===== src/rtl/mc_commit_trace_buf.sv =====
// mc_commit_trace_buf: commit-trace FIFO with drop/overflow/commit accounting.
// Define TRACE_TIMESTAMP_EN to store a per-record cycle timestamp on out_ts.
module mc_commit_trace_buf #(
    parameter int DATA_W = 32,
    parameter int REG_W  = 5,
    parameter int DEPTH  = 8,
    parameter int TS_W   = 16
) (
    input  logic                     clk,
    input  logic                     reset,
    input  logic                     in_valid,
    input  logic [DATA_W-1:0]        in_pc,
    input  logic [DATA_W-1:0]        in_instr,
    input  logic [REG_W-1:0]         in_rd,
    input  logic [DATA_W-1:0]        in_wdata,
    input  logic                     in_wen,
    output logic                     out_valid,
    input  logic                     out_ready,
    output logic [DATA_W-1:0]        out_pc,
    output logic [DATA_W-1:0]        out_instr,
    output logic [REG_W-1:0]         out_rd,
    output logic [DATA_W-1:0]        out_wdata,
    output logic                     out_wen,
`ifdef TRACE_TIMESTAMP_EN
    output logic [TS_W-1:0]          out_ts,
`endif
    output logic [$clog2(DEPTH):0]   count,
    output logic                     overflow,
    output logic [15:0]              drop_cnt,
    output logic [31:0]              commit_cnt
);
    localparam int AW = $clog2(DEPTH);
    localparam int CW = AW + 1;

    if (DEPTH < 2 || (DEPTH & (DEPTH - 1)) != 0 || TS_W < 1) begin : g_bad_param
        $error("mc_commit_trace_buf: DEPTH must be a power of two >= 2 and TS_W >= 1");
    end

    logic [AW-1:0]     wr_ptr, rd_ptr;
    logic [DATA_W-1:0] pc_mem    [DEPTH];
    logic [DATA_W-1:0] instr_mem [DEPTH];
    logic [REG_W-1:0]  rd_mem    [DEPTH];
    logic [DATA_W-1:0] wdata_mem [DEPTH];
    logic              wen_mem   [DEPTH];
    logic              full, pop, push;

    assign full      = count == CW'(DEPTH);
    assign out_valid = count != '0;
    assign pop       = out_valid & out_ready;
    // A full FIFO still accepts a record when the head leaves in the same cycle.
    assign push      = in_valid & (~full | pop);

    assign out_pc    = out_valid ? pc_mem[rd_ptr]    : '0;
    assign out_instr = out_valid ? instr_mem[rd_ptr] : '0;
    assign out_rd    = out_valid ? rd_mem[rd_ptr]    : '0;
    assign out_wdata = out_valid ? wdata_mem[rd_ptr] : '0;
    assign out_wen   = out_valid ? wen_mem[rd_ptr]   : 1'b0;

    always_ff @(posedge clk) begin
        if (reset) begin
            wr_ptr     <= '0;
            rd_ptr     <= '0;
            count      <= '0;
            overflow   <= 1'b0;
            drop_cnt   <= '0;
            commit_cnt <= '0;
        end else begin
            if (push) wr_ptr <= wr_ptr + 1'b1;
            if (pop) rd_ptr <= rd_ptr + 1'b1;
            count <= count + CW'(push) - CW'(pop);
            if (in_valid) commit_cnt <= commit_cnt + 1'b1;
            if (in_valid & ~push) begin
                overflow <= 1'b1;
                if (drop_cnt != 16'hFFFF) drop_cnt <= drop_cnt + 1'b1;
            end
        end
    end

    // Storage is deliberately left uncleared; pointers and count define validity.
    always_ff @(posedge clk) begin
        if (push & ~reset) begin
            pc_mem[wr_ptr]    <= in_pc;
            instr_mem[wr_ptr] <= in_instr;
            rd_mem[wr_ptr]    <= in_rd;
            wdata_mem[wr_ptr] <= in_wdata;
            wen_mem[wr_ptr]   <= in_wen;
        end
    end

`ifdef TRACE_TIMESTAMP_EN
    logic [TS_W-1:0] ts;
    logic [TS_W-1:0] ts_mem [DEPTH];

    assign out_ts = out_valid ? ts_mem[rd_ptr] : '0;

    always_ff @(posedge clk) begin
        if (reset) ts <= '0;
        else ts <= ts + 1'b1;
    end

    always_ff @(posedge clk) begin
        if (push & ~reset) ts_mem[wr_ptr] <= ts;
    end
`endif
endmodule

===== config.mk =====
export PLATFORM = sky130hd
export DESIGN_NAME = mc_commit_trace_buf
export DESIGN_NICKNAME = d
export VERILOG_FILES = /design/src/rtl/mc_commit_trace_buf.sv
export SDC_FILE = /design/constraint.sdc
export NUM_CORES = 1
export LEC_CHECK = 0
export BUFFER_PORTS_ARGS = -buffer_cell sky130_fd_sc_hd__buf_2
export CORE_MARGIN = 2
export CORE_UTILIZATION = 60
export CTS_CLUSTER_SIZE = 30
export DETAILED_ROUTE_END_ITERATION = 10
export GPL_TIMING_DRIVEN = 1
export PLACE_DENSITY = 0.8
export SYNTH_ARGS = -nofsm -noshare
export SYNTH_HDL_FRONTEND = slang
export SYNTH_SLANG_ARGS = --single-unit

===== constraint.sdc =====
create_clock -name clk -period 14.6 [get_ports clk]
set_input_delay 1.46 -clock clk [delete_from_list [all_inputs] [get_ports clk]]
set_output_delay 1.46 -clock clk [all_outputs]
set_load 0.03 [all_outputs]

==> results.py <==
metrics = {
    "power": {
        "power.density_nw_per_um2": 171,
        "p_total_w": 0.00664,
        "ir_drop_mv": 0.152,
        "leakage_nw": 12.5,
    },
    "timing": {
        "fmax_mhz": 167,
        "period_share_pct": 41.0,
        "finalMaxSlewViolations": 0,
        "finClkSkew_ns": 0.0181,
        "rsz0062_at_grt": "false",
        "timing.final.hold_violations": 0,
        "relSlewSlack_pct": 24.1,
        "period_needed_ns": 5.99,
        "setup_viol": 0,
        "worst_pin_slew_ns": 1.14,
        "finalSetupTns_ns": 0,
    },
    "worst_setup_path": {
        "critPathMaxStageDelay_ns": 0.95,
        "crit_chain": "buf_12, buf_4, mux4_2, mux2i_1, nor2_1, buf_2",
        "crit_family": "buffers and inverters",
        "rr_startpoint": "count[2]",
        "crit_fanout": 112,
        "cp-start-kind": "flip-flop",
        "critical_path_class": "reg2out",
        "cp.required_ns": 13.14,
        "slowest_stage": "dfxtp_4",
        "end_kind": "output pin",
        "worst-path-buf-inv": 3,
        "arrival_ns": 4.53,
    },
    "clock_network": {
        "clk_latency_ns": 0.63,
        "cts_tree": "yes",
        "post_cts_resized": 0,
        "cts_made_buffers": 84,
        "h-tree-depth": 3,
        "cts_buffer_depth": 3,
        "postCtsHoldBufs": 0,
        "cts-root-buf": "clkbuf_16",
        "clock-sinks": 878,
        "clk_pin_slew_ns": 0.06,
        "cts_setup_buffers": 0,
    },
    "synth": {
        "synth-simple-area-share_pct": 3.75,
        "ys_seq_area_share_pct": 76.1,
        "synthAdderAreaFrac_pct": 0.429,
        "yosysTopAreaCell": "edfxtp_1",
        "syn-num-nets": 1763,
        "synth_edf_count": 816,
        "synthCells": 1646,
        "synthTopCellsByArea": "edfxtp_1, mux4_2, dfxtp_1, mux2i_1, nor2_1",
        "ys_seq_elements": 878,
        "yosys_warnings": 0,
        "synth_compound_area_share_pct": 1.23,
        "synth_mux_area_share_pct": 16.8,
        "synth_top_family_by_area": "multiplexers",
        "synth_ff_type": "edfxtp_1",
        "synth-xor-area-share_pct": 0.440,
        "syn_avg_cell_area_sq_um": 20.6,
        "synth_area_sq_um": 33800,
        "yosys.cell_types.count": 43,
        "async_reset_ff_share_pct": 0,
        "netlist.area_leader.share_pct": 72.4,
    },
    "floorplanning": {
        "die_width_um": 241,
        "fp-row-count": 87,
        "die_h_um": 241,
        "dieArea_sq_um": 58300,
        "core_sq_um": 56100,
        "start_util_pct": 60.4,
        "ios": 262,
    },
    "global_route": {
        "grt_max_degree": 113,
        "grt_pass1_wl_mm": 103,
        "grt_pass1_vias": 17164,
        "globalRouteOverflowTotal": 0,
        "grt_antenna_before_repair": 11,
        "track_usage_pct": 24.2,
    },
    "route": {
        "avgViaCountPerCell": 6.16,
        "detail-route-antenna-nets": 0,
        "drt_wl_total_mm": 70.0,
        "drt_iter0_markers": 1372,
        "drc": 0,
        "vias": 17007,
        "wl_per_cell_um": 25.3,
        "first_pass_iters": 7,
    },
    "layout": {
        "final_cell_mix": "edfxtp_1, buf_2, mux4_2",
        "layout_commonest_cell": "edfxtp_1",
        "fin_util_pct": 69.1,
        "fillers": 3450,
        "drive_gt1_share_pct": 31.7,
        "nets": 2051,
        "syn_to_final_growth_pct": 14.5,
    },
    "run": {
        "cap_viol_max_count": 0,
    },
    "place": {
        "io_buffers": 261,
        "dp_hpwl_mm": 36.6,
        "gp_congestion": 0.791,
    },
    "worst_hold_path": {
        "hp-class": "reg2reg",
        "min-delay-start": "overflow",
    },
    "outcome": {
        "status": "finished, final reports clean",
    },
}
[routing by layer]
layer	part of all wire, %	wire length (um)	global-route usage (%)	up-vias
li1	-	-	-	7341
met2	51	35700	40.2	630
met1	39	27300	32.2	8886
met4	2.7	1920	8.08	14
met3	7.1	4940	5.29	136
met5	0.13	93	0	-
[path summary, 6_finish.rpt]
| check | cells past startpoint | endpoint | slack [ns] |
|---|---|---|---|
| worst max-delay path | 6 | out_pc[30] | 8.61 |
| worst min-delay path | 2 | overflow | 0.48 |
| worst max register to register | 9 | instr_mem[2][12] | 11.00 |
| worst min register to register | 2 | overflow | 0.48 |
[flip-flops by register name (all words and copies together) (netlist names), named ones only]
signal,flops
wdata_mem,256
wr_ptr,3
rd_ptr,3
overflow,1
instr_mem,256
pc_mem,256
count,4
drop_cnt,16
rd_mem,40
wen_mem,8
commit_cnt,32
[per-stage QoR]
step / instance area (sq um) / std cells / setup WS (ns) / hold slack, ns
detailed placement: 36000 / 2604 / 9.05 / 0.470
finish: 38700 / 2763 / 8.61 / 0.478
global placement: 36000 / 2604 / 9.14 / 0.429
CTS: 38700 / 2757 / 8.36 / 0.480
floorplan: 33800 / 1646 / 1.03 / 0.468
global route: 38700 / 2760 / 8.15 / 0.500
[worst reg2reg max path, cell delays in order (launching register included)]
cell and delay [ns]:
dfxtp_1 0.33, inv_1 0.08, ha_1 0.21, nand2b_1 0.18, a31oi_1 0.20, buf_4 0.20, nand2b_1 0.15, nor4b_2 0.30
buf_4 0.55, buf_4 0.97
[cells in the mapped netlist (2+ instances only)]
master	number
and3_1	3
nor4_1	8
inv_1	16
xnor2_1	6
xor2_1	11
buf_1	19
nand3_1	16
or3_1	6
ha_1	10
o21ai_0	5
or4_1	23
mux2i_1	104
mux4_2	204
mux2_2	4
o31a_1	2
a21oi_1	32
clkbuf_1	52
edfxtp_1	816
dfxtp_1	62
nor4b_1	5
and4_1	7
o31ai_1	22
buf_2	19
and2_1	3
nor3_1	6
nand2b_1	4
nand4_1	17
nand2_1	16
nor3b_1	2
nor2_1	129
nor2b_1	5
[power breakdown]
group | total (W) | switching (W) | internal [W]
sequential | 0.00290 | 0.0000738 | 0.00283
clock | 0.00213 | 0.000893 | 0.00124
combinational | 0.00161 | 0.000991 | 0.000620
[kinds of logic (layout without fill, tap and decap cells)]
| family | Yosys count | count (layout) |
|---|---|---|
| fa+ha+maj | 11 | 11 |
| other cells | 0 | 6 |
| flops | 878 | 878 |
| simple gates | 254 | 254 |
| xor+xnor | 17 | 17 |
| buf+inv | 107 | 462 |
| compound gates | 67 | 67 |
| mux | 312 | 312 |
[final cells by class]
type / count / area, sq um / share of cell area (%)
diodes: 6 / 15.0 / 0.0388
clock inverters: 43 / 435 / 1.12
clock buffers: 110 / 2260 / 5.84
well taps: 756 / 946 / 2.44
flip-flops and latches: 878 / 25800 / 66.5
multi-input cells: 661 / 7710 / 19.9
inverters: 16 / 60.1 / 0.155
repair buffers: 293 / 1560 / 4.02
Power figures use the tool's default switching activity.
